--- src/rtl/alu_share_ctrl.sv ---
// Round-robin controller sharing one combinational 4-bit ALU between two
// valid/ready requesters and returning results over a timed response handshake.
module alu_share_ctrl #(
    parameter int RSP_TIMEOUT = 15
) (
    input  logic       i_clk,
    input  logic       i_rst,
    input  logic       i_req0_valid,
    output logic       o_req0_ready,
    input  logic [2:0] i_req0_a,
    input  logic [3:0] i_req0_b,
    input  logic [2:0] i_req0_op,
    input  logic       i_req1_valid,
    output logic       o_req1_ready,
    input  logic [2:0] i_req1_a,
    input  logic [3:0] i_req1_b,
    input  logic [2:0] i_req1_op,
    output logic       o_rsp_valid,
    input  logic       i_rsp_ready,
    output logic       o_rsp_id,
    output logic [3:0] o_rsp_result,
    output logic       o_rsp_err,
    output logic [2:0] o_alu_a,
    output logic [3:0] o_alu_b,
    output logic [2:0] o_alu_op,
    input  logic [3:0] i_alu_result,
    output logic       o_drop_pulse,
    output logic [7:0] o_op_count
);
    typedef enum logic [1:0] {
        IDLE = 2'd0,
        EXEC = 2'd1,
        RESP = 2'd2
    } state_t;

    localparam logic [7:0] TIMER_LAST = 8'(RSP_TIMEOUT - 1);

    state_t     r_state;
    state_t     w_next_state;
    logic       r_last_grant;
    logic [2:0] r_alu_a;
    logic [3:0] r_alu_b;
    logic [2:0] r_alu_op;
    logic       r_rsp_id;
    logic [3:0] r_rsp_result;
    logic       r_rsp_err;
    logic [7:0] r_op_count;
    logic [7:0] r_timer;

    logic       w_any_valid;
    logic       w_grant;
    logic       w_handshake;
    logic       w_rsp_accept;
    logic       w_drop;

    // Under contention the requester that did not win last time is granted.
    always_comb begin
        w_next_state = r_state;
        w_any_valid  = i_req0_valid | i_req1_valid;
        w_grant      = (i_req0_valid & i_req1_valid) ? ~r_last_grant : i_req1_valid;
        w_handshake  = 1'b0;
        w_rsp_accept = 1'b0;
        w_drop       = 1'b0;
        case (r_state)
            IDLE: begin
                if (w_any_valid) begin
                    w_handshake  = 1'b1;
                    w_next_state = EXEC;
                end
            end
            EXEC: w_next_state = RESP;
            RESP: begin
                if (i_rsp_ready) begin
                    w_rsp_accept = 1'b1;
                    w_next_state = IDLE;
                end else if (r_timer == TIMER_LAST) begin
                    w_drop       = 1'b1;
                    w_next_state = IDLE;
                end
            end
            default: w_next_state = IDLE;
        endcase
    end

    assign o_req0_ready = w_handshake & ~w_grant;
    assign o_req1_ready = w_handshake & w_grant;
    assign o_rsp_valid  = (r_state == RESP);
    assign o_rsp_id     = r_rsp_id;
    assign o_rsp_result = r_rsp_result;
    assign o_rsp_err    = r_rsp_err;
    assign o_alu_a      = r_alu_a;
    assign o_alu_b      = r_alu_b;
    assign o_alu_op     = r_alu_op;
    assign o_drop_pulse = w_drop;
    assign o_op_count   = r_op_count;

    always_ff @(posedge i_clk) begin
        if (i_rst) begin
            r_state      <= IDLE;
            r_last_grant <= 1'b1;
            r_alu_a      <= '0;
            r_alu_b      <= '0;
            r_alu_op     <= '0;
            r_rsp_id     <= 1'b0;
            r_rsp_result <= '0;
            r_rsp_err    <= 1'b0;
            r_op_count   <= '0;
            r_timer      <= '0;
        end else begin
            r_state <= w_next_state;
            if (w_handshake) begin
                r_alu_a      <= w_grant ? i_req1_a  : i_req0_a;
                r_alu_b      <= w_grant ? i_req1_b  : i_req0_b;
                r_alu_op     <= w_grant ? i_req1_op : i_req0_op;
                r_last_grant <= w_grant;
            end
            // The last grant doubles as the owner id of the in-flight operation.
            if (r_state == EXEC) begin
                r_rsp_result <= i_alu_result;
                r_rsp_err    <= (r_alu_op > 3'b100);
                r_rsp_id     <= r_last_grant;
                r_timer      <= '0;
            end
            if (r_state == RESP) begin
                if (w_rsp_accept) begin
                    if (r_op_count != 8'hFF) begin
                        r_op_count <= r_op_count + 8'd1;
                    end
                end else begin
                    r_timer <= r_timer + 8'd1;
                end
            end
        end
    end
endmodule

--- config.mk ---
export PLATFORM = sky130hd
export DESIGN_NAME = alu_share_ctrl
export DESIGN_NICKNAME = d
export VERILOG_FILES = /design/src/rtl/alu_share_ctrl.sv
export SDC_FILE = /design/constraint.sdc
export NUM_CORES = 1
export LEC_CHECK = 0
export CORE_MARGIN = 1
export CORE_UTILIZATION = 46
export DETAILED_ROUTE_END_ITERATION = 16
export PLACE_DENSITY = 0.84
export SYNTH_ARGS = -nofsm -noshare
export SYNTH_HDL_FRONTEND = slang
export SYNTH_SLANG_ARGS = --single-unit
--- constraint.sdc ---
create_clock -name i_clk -period 1.6 [get_ports i_clk]
set_input_delay 0.24 -clock i_clk [delete_from_list [all_inputs] [get_ports i_clk]]
set_output_delay 0.24 -clock i_clk [all_outputs]
set_load 0.05 [all_outputs]
==> flow_summary.ini, run 1 <==
[status]
status = completed

[clock_tree]
h-tree-depth = 2
cts_root_buffer = clkbuf_8
cts_buffers = 5
clkSinkCount = 35
ctsLongestPathBuffers = 2
worst_skew_pair.late_latency_ns = 0.30
clkTransAtPathRegs_ns = 0.08
tritoncts = done

[global_route]
grt_overflow = 0
grt_pass1_wl_um = 8162
antenna_found_initial = 0
grt_pass1_vias = 1917
grt_max_degree = 41
grtUsageTotal = 0.2539

[timing]
slew_headroom = 0.7505
finalHoldViolations = 0
maxSlewViolCount = 0
max_freq_mhz = 631.9
finalHoldWorstSlack_ns = 0.4612
worst_pin_slew_ns = 0.3648
setup_violations = 0
min_period_ns = 1.583
clock_skew_ns = 0.008908
rsz0062_at_grt = true
finalCritPeriodShare = 0.9891

[placed_design]
place.gp.congestion = 0.8624
hpwlAfterDp_um = 3224
place_area_mm2 = 0.002504
port_buffers = 56

[critical_path]
crit_type = register to output pin
cpPeakStageDelay_ns = 0.41
endpoint_kind = output pin
worstPathRequired_ns = 1.36
cp_slowest_cell = or3b_4
start_kind = register
worstPathCellList = or3b_4 -> nor2_4 -> buf_12
path_max_fanout = 3
cp.arrival_ns = 1.34

[die]
start_util = 0.4833
rows = 22
die_w_um = 64.02
die_y_um = 64.02
core-area_mm2 = 0.003661
die-area_mm2 = 0.004098
ios = 57

[detailed_routing]
wl_per_cell_um = 14.19
drc_errors = 0
finalWirelength_um = 4810
drt-initial-drc-count = 98
num_vias = 1936
ant_nets = 0
dr.pass1.iters = 4
vias_per_cell = 5.711

[power_and_ir_drop]
peakVddDrop_uv = 495.2
leakage_nw = 1.034
pwr_density_cell_mw_per_mm2 = 922.3

[synthesis]
synthDistinctLibCells = 39
synth_ff_type = dfxtp_1
postSynth.asyncResetShare = 0
synth.avg_cell_area_um2 = 8.042
synthCells = 220
synth_area_mm2 = 0.001769
ys_seq_area_frac = 0.3960
yosysWarnings = 0
ys_ff_latch = 35
synth_nets = 252
synth_edf_count = 0
netlist.area_leader.share = 0.3960
yosys-top-cells-area = dfxtp_1 40%, nand3_1 7.4%, a31oi_1 5.0%
synth_top_cell_by_area = dfxtp_1

[finish]
fin_area_mm2 = 0.002704
synthToLayoutAreaGrowth_pct = 52.83
fillCellCount = 290
fin_nets = 322
antenna_cells = 0
drive_gt1_frac = 0.2680

[run]
max-cap-violations = 0

[min_path]
hold_path.class = register to register
-- kinds of logic (layout without fill, tap and decap cells) --
kind of cell	count (synthesis)	count (layout)	share of synthesized area
buf+inv	23	94	0.05163
fa+ha+maj	3	3	0.02122
simple gates	98	98	0.3062
compound gates	56	56	0.1938
mux	5	5	0.03112
flops	35	35	0.3960
-- final timing paths --
kind | start | to | slack, ns | cells after the start
max reg2reg | o_op_count[0]$_SDFFE_PP0P_ | o_op_count[0]$_SDFFE_PP0P_ | 0.09 | 4
max | r_state[1]$_SDFFE_PP0P_ | o_drop_pulse | 0.02 | 3
min | o_rsp_result[3]$_SDFFE_PP0P_ | o_rsp_result[3]$_SDFFE_PP0P_ | 0.46 | 2
min reg2reg | o_rsp_result[3]$_SDFFE_PP0P_ | o_rsp_result[3]$_SDFFE_PP0P_ | 0.46 | 2
-- layout by cell type, fill, tap and decap left out, types with 3 or more instances in the layout --
cell type / synthesis / final
dfxtp_2: 0 / 6
buf_12: 0 / 7
and3_1: 3 / 3
nand2_1: 15 / 15
nand3_1: 26 / 26
inv_1: 8 / 8
nor3_1: 7 / 6
o21ai_0: 14 / 14
nand3b_1: 3 / 3
nor3b_1: 5 / 3
nand2b_1: 5 / 5
a31oi_1: 14 / 14
and2_1: 9 / 7
nor2_1: 7 / 6
clkbuf_8: 0 / 5
clkdlybuf4s50_1: 0 / 27
nor2b_1: 4 / 4
a21oi_1: 13 / 13
mux2_2: 4 / 4
o211ai_1: 4 / 4
nor4_1: 3 / 3
buf_4: 0 / 41
a211oi_1: 6 / 6
dfxtp_1: 35 / 28
-- routing by layer --
metal / wire length, um / vias to the layer above / track usage
li1: - / 952 / -
met1: 1923 / 903 / 0.2689
met2: 2453 / 70 / 0.4588
met3: 352 / 11 / 0.08750
met4: 80 / 0 / 0.09375
met5: 0 / - / 0
-- through the flow --
stage	setup TNS [ns]	power (mW)	std cells	utilization	worst slack [ns]
6_report	0	2.494	339	0.7386	0.01746
5_1_grt	-0.07066	2.580	339	0.7386	-0.03382
4_1_cts	0	2.498	337	0.7321	0.0009732
3_5_place_dp	-1.471	1.512	329	0.6839	-0.1887
3_3_place_gp	-0.6581	1.505	329	0.6839	-0.1196
2_1_floorplan	0	1.269	220	-	0.01846
-- power by group --
group	switching [mW]	internal (mW)	leakage, nW	total, mW
combinational	0.326	0.247	0.681	0.573
sequential	0.0303	0.915	0.289	0.945
clock	0.353	0.622	0.0644	0.975
-- Yosys cell counts (2+ instances only) --
master    number
a211oi_1       6
a21oi_1       13
a31oi_1       14
and2_1         9
and3_1         3
buf_2          4
clkbuf_1      10
dfxtp_1       35
ha_1           3
inv_1          8
mux2_2         4
nand2_1       15
nand2b_1       5
nand3_1       26
nand3b_1       3
nand4_1        2
nor2_1         7
nor2b_1        4
nor3_1         7
nor3b_1        5
nor4_1         3
o211ai_1       4
o21ai_0       14
-- final cells by class --
| cell class | count | area (um^2) | share of cell area |
|---|---|---|---|
| clock buffers | 5 | 68.82 | 0.02545 |
| clock inverters | 3 | 67.56 | 0.02499 |
| inverters | 8 | 30.03 | 0.01111 |
| multi-input cells | 162 | 1016 | 0.3758 |
| flip-flops and latches | 35 | 711.9 | 0.2633 |
| well taps | 48 | 60.06 | 0.02221 |
| repair buffers | 78 | 749.5 | 0.2772 |
-- repair_timing --
item | 4_1_cts | 5_1_grt
resized for setup | 14 | 4
hold buffers | 0 | 0
setup endpoints to repair | 3 | 3
buffers inserted | 1 | 2
pin swaps | 3 | 6
-- critical path: cells and delay by family, from the launching register on --
family | cells | cell delay [ns]
and+or+nand+nor | 2 | 0.55
buffers and inverters | 1 | 0.14
DFF | 1 | 0.35
-- registers in the layout, summed over array words and instances (netlist names) --
name,cells
o_alu_a,3
o_alu_b,4
o_alu_op,3
o_op_count,8
o_rsp_err,1
o_rsp_id,1
o_rsp_result,4
r_last_grant,1
r_state,2
r_timer,8
Note: power is estimated with default switching activity, not from simulation.
==> inputs of run 2 (changes only) <==
CAP_MARGIN = 0   (was unset)
CORE_MARGIN = 5   (was 1)
==> run 2 against run 1 <==
Non-clock buffer count decreased by 1; design area decreased by 2.1%; die area increased by 27%; first-iteration DRC count increased by 31%; combinational power decreased by 2%; routed wire length increased by 1.6%; final cell count decreased by 0.29%; global-route usage decreased by 6.3 points; critical path type unchanged; largest cell class unchanged; largest power group is now registers.
==> flow_summary.ini, run 2 (synthesized netlist as in run 1, its figures left out) <==
[status]
status = completed

[critical_path]
reg2reg_depth = 4
endpoint_kind = output pin
cp.arrival_ns = 1.36
crit_type = register to output pin
worstPathRequired_ns = 1.36
path_max_fanout = 8
r2r-start = r_state[0]$_SDFFE_PP0P_
r2r_end = r_timer[3]$_SDFF_PP0_
start_kind = register
r2r_slack_ns = 0.04

[detailed_routing]
ant_nets = 0
drc_errors = 0
vias_per_cell = 5.627
dr.pass1.iters = 4
finalWirelength_um = 4885
num_vias = 1902
wl_per_cell_um = 14.45
drt-initial-drc-count = 128

[power_and_ir_drop]
pwr_density_cell_mw_per_mm2 = 805.0
leakage_nw = 1.007
power_mw = 2.130
peakVddDrop_uv = 530.0

[clock_tree]
ctsLongestPathBuffers = 2
clkTransAtPathRegs_ns = 0.07
tritoncts = done
cts_root_buffer = clkbuf_8
h-tree-depth = 2
worst_skew_pair.late_latency_ns = 0.29
clkSinkCount = 35
cts_buffers = 5

[finish]
antenna_cells = 0
fin_cells = 338
drive_gt1_frac = 0.2621
fin_nets = 321
fin_area_mm2 = 0.002646
synthToLayoutAreaGrowth_pct = 49.58
fillCellCount = 313
final_common_cell = buf_4
final_cell_mix = 41 x buf_4, 28 x dfxtp_1, 27 x clkdlybuf4s50_1

[timing]
worst_pin_slew_ns = 0.3501
setup_ws_ns = 0.001791
tns_ns = 0
clock_skew_ns = 0.006710
slew_headroom = 0.7605
setup_violations = 0
rsz0062_at_grt = true
finalHoldViolations = 0
finalCritPeriodShare = 0.9989
max_freq_mhz = 625.7
min_period_ns = 1.598
maxSlewViolCount = 0

[die]
die_y_um = 72.02
die_w_um = 72.02
core-area_mm2 = 0.003689
ios = 57
start_util = 0.4796
die-area_mm2 = 0.005186
rows = 22

[global_route]
antenna_found_initial = 0
grt_overflow = 0
grtUsageTotal = 0.1913
grt_pass1_vias = 1837
grt_max_degree = 41
grt_pass1_wl_um = 7859

[placed_design]
port_buffers = 56
place_ws_ns = -0.1670
place_area_mm2 = 0.002489
place_inst = 327
hpwlAfterDp_um = 3359
place.gp.congestion = 0.8544

[run]
max-cap-violations = 0

[min_path]
min_path_cells = 2
whs_endpoint = o_rsp_result[1]$_SDFFE_PP0P_
min_from = o_rsp_result[1]$_SDFFE_PP0P_
hold_path.class = register to register
==> run 2: changes by cell type in the layout (fill, tap and decap cells not counted), sizes merged <==
cell	delta
clkinv	+1
bufinv	-2
clkbuf	+2
clkinvlp	-1
buf	-1
==> run 2: final cells by class <==
class                      count  area [um^2]  area share
clock inverter                 1        5.005    0.001891
clock buffer                   7        76.32     0.02884
sequential                    35        711.9      0.2690
timing repair buffer          77        742.0      0.2804
tap                           48        60.06     0.02270
inverter                       8        30.03     0.01135
multi-input combinational    162         1021      0.3858
==> run 2: worst max-delay path by stage <==
stage | end | from | depth (start not counted)
floorplan | o_op_count[0]$_SDFFE_PP0P_ | o_op_count[0]$_SDFFE_PP0P_ | 4
global placement | r_timer[3]$_SDFF_PP0_ | i_rsp_ready | 4
detailed placement | r_timer[3]$_SDFF_PP0_ | i_rsp_ready | 4
CTS | o_req0_ready | r_state[1]$_SDFFE_PP0P_ | 4
global route | o_drop_pulse | r_state[1]$_SDFFE_PP0P_ | 3
finish | o_drop_pulse | r_state[0]$_SDFFE_PP0P_ | 3
==> run 2: layer usage <==
layer / GRT usage / wire, um / vias to the layer above
li1: - / - / 940
met1: 0.2134 / 1991 / 882
met2: 0.3347 / 2362 / 69
met3: 0.06787 / 421 / 11
met4: 0.06889 / 110 / 0
met5: 0 / 0 / -
==> run 2: where the power goes <==
part	switching, mW	total, mW	internal [mW]
clock	0.313	0.619	0.305
combinational	0.321	0.562	0.241
sequential	0.0338	0.949	0.916
total	0.668	2.13	1.46
==> run 2: repair_timing <==
item | CTS | global route
pin swaps | 1 | 2
buffers inserted | 1 | 2
setup endpoints to repair | 3 | 5
gates resized for setup | 9 | 9
hold buffers | 0 | 0
==> run 2: through the flow <==
step	util	hold WS [ns]
after floorplan	-	0.3760
after global placement	0.6747	0.4439
after detailed placement	0.6747	0.4548
after CTS	0.7045	0.4646
after global routing	0.7174	0.4851
final	0.7174	0.4572
==> run 2: critical path, cell delays in order (launching register included) <==
cell,delay (ns)
dfxtp_4,0.38
or3b_4,0.40
nor2_4,0.14
buf_12,0.14
==> inputs of run 3 (changes only) <==
CTS_BUF_LIST = sky130_fd_sc_hd__clkbuf_16   (was unset)
==> run 3 against run 2 <==
Critical path depth unchanged; largest power group unchanged; via count down 1.4%; worst hold slack worse by 0.0016 ns; worst setup slack better by 0.021 ns; fmax up 1.4%; highest routed layer unchanged; register-to-register slack about the same; core utilization up 0.92 points.
==> flow_summary.ini, run 3 (synthesized netlist as in run 1, its figures left out) <==
[status]
status = completed

[timing]
worst_pin_slew_ns = 0.3539
finalHoldWorstSlack_ns = 0.4556
finalHoldViolations = 0
min_period_ns = 1.577
finalCritPeriodShare = 0.9855
slew_headroom = 0.7580
max_freq_mhz = 634.2
setup_ws_ns = 0.02321
rsz0062_at_grt = true
tns_ns = 0
setup_violations = 0
maxSlewViolCount = 0
clock_skew_ns = 0.003831

[global_route]
grtUsageTotal = 0.1913
grt_max_degree = 41
grt_pass1_wl_um = 7859
grt_pass1_vias = 1837
grt_overflow = 0
antenna_found_initial = 0

[power_and_ir_drop]
peakVddDrop_uv = 588.8
leakage_nw = 1.029
pwr_density_cell_mw_per_mm2 = 899.0

[detailed_routing]
vias_per_cell = 5.583
num_vias = 1876
wl_per_cell_um = 14.06
dr.pass1.iters = 4
drt-initial-drc-count = 118
drc_errors = 0
finalWirelength_um = 4725
ant_nets = 0

[critical_path]
startpoint = r_state[0]$_SDFFE_PP0P_
r2r-start = r_state[0]$_SDFFE_PP0P_
cp.arrival_ns = 1.34
crit_type = register to output pin
start_kind = register
r2r_slack_ns = 0.05
worstPathRequired_ns = 1.36
endpoint_kind = output pin
path_max_fanout = 8

[finish]
fillCellCount = 313
fin_nets = 319
synthToLayoutAreaGrowth_pct = 51.49
drive_gt1_frac = 0.2569
final_cell_mix = 40 x buf_4, 28 x dfxtp_1, 27 x clkdlybuf4s50_1
utilization = 0.7266
final_common_cell = buf_4
antenna_cells = 0

[die]
die_y_um = 72.02
rows = 22
die-area_mm2 = 0.005186
start_util = 0.4796
core-area_mm2 = 0.003689
die_w_um = 72.02
ios = 57

[run]
max-cap-violations = 0

[clock_tree]
worst_skew_pair.late_latency_ns = 0.28
cts_buffers = 5
tritoncts = done
cts_hold_buf = 0
clkTransAtPathRegs_ns = 0.05
cts_root_buffer = clkbuf_16
h-tree-depth = 2
clkSinkCount = 35
ctsLongestPathBuffers = 2

[min_path]
hold_path.class = register to register
min_from = o_rsp_result[1]$_SDFFE_PP0P_

[placed_design]
place_ws_ns = -0.1670
hpwlAfterDp_um = 3359
port_buffers = 56
place.gp.congestion = 0.8544
run 3: cell count changes in the layout (fill, tap and decap cells not counted), sizes merged:
| cell | delta |
|---|---|
| buf | -2 |
| clkbuf | -2 |
| inv | +2 |
run 3: critical path, stage by stage, from the launching register on:
cell	delay [ns]
dfxtp_4	0.37
or3b_4	0.40
nor2_4	0.14
buf_12	0.14
run 3: power breakdown:
group	switching [mW]	leakage (nW)	total, mW	internal (mW)
Combinational	0.318	0.664	0.552	0.234
Sequential	0.0330	0.289	0.950	0.917
Clock	0.346	0.0762	0.907	0.562
Total	0.697	1.03	2.41	1.71
run 3: worst paths after layout:
kind,to,depth (start not counted)
setup reg to reg,r_timer[3]$_SDFF_PP0_,4
setup / recovery,o_drop_pulse,3
hold / removal,o_rsp_result[1]$_SDFFE_PP0P_,2
hold reg to reg,o_rsp_result[1]$_SDFFE_PP0P_,2
run 3: layout make-up:
cell class	instances	area, um^2	share of cell area
Clock inverter	3	12.51	0.004669
Inverter	8	30.03	0.01120
Multi-Input combinational cell	162	1021	0.3810
Tap cell	48	60.06	0.02241
Clock buffer	5	125.1	0.04669
Timing Repair Buffer	75	719.4	0.2684
Sequential cell	35	711.9	0.2656
run 3: per-layer routing:
metal	part of all wire	routed length, um	vias up	global-route usage
met4	0.015	70	0	0.06889
met5	0	0	-	0
li1	-	-	939	-
met2	0.50	2341	70	0.3378
met3	0.097	459	6	0.06648
met1	0.39	1855	861	0.2119
run 3: timing repair:
item,4_1_cts,5_1_grt
pin swaps,1,0
buffers inserted,1,0
gates resized for setup,8,8
setup endpoints to repair,3,4
run 3: through the flow:
stage               power, mW  cell area, um^2  std cells
floorplan               1.269             1777        220
global placement        1.501             2489        327
detailed placement      1.507             2489        327
CTS                     2.419             2654        336
global route            2.504             2680        336
finish                  2.409             2680        336
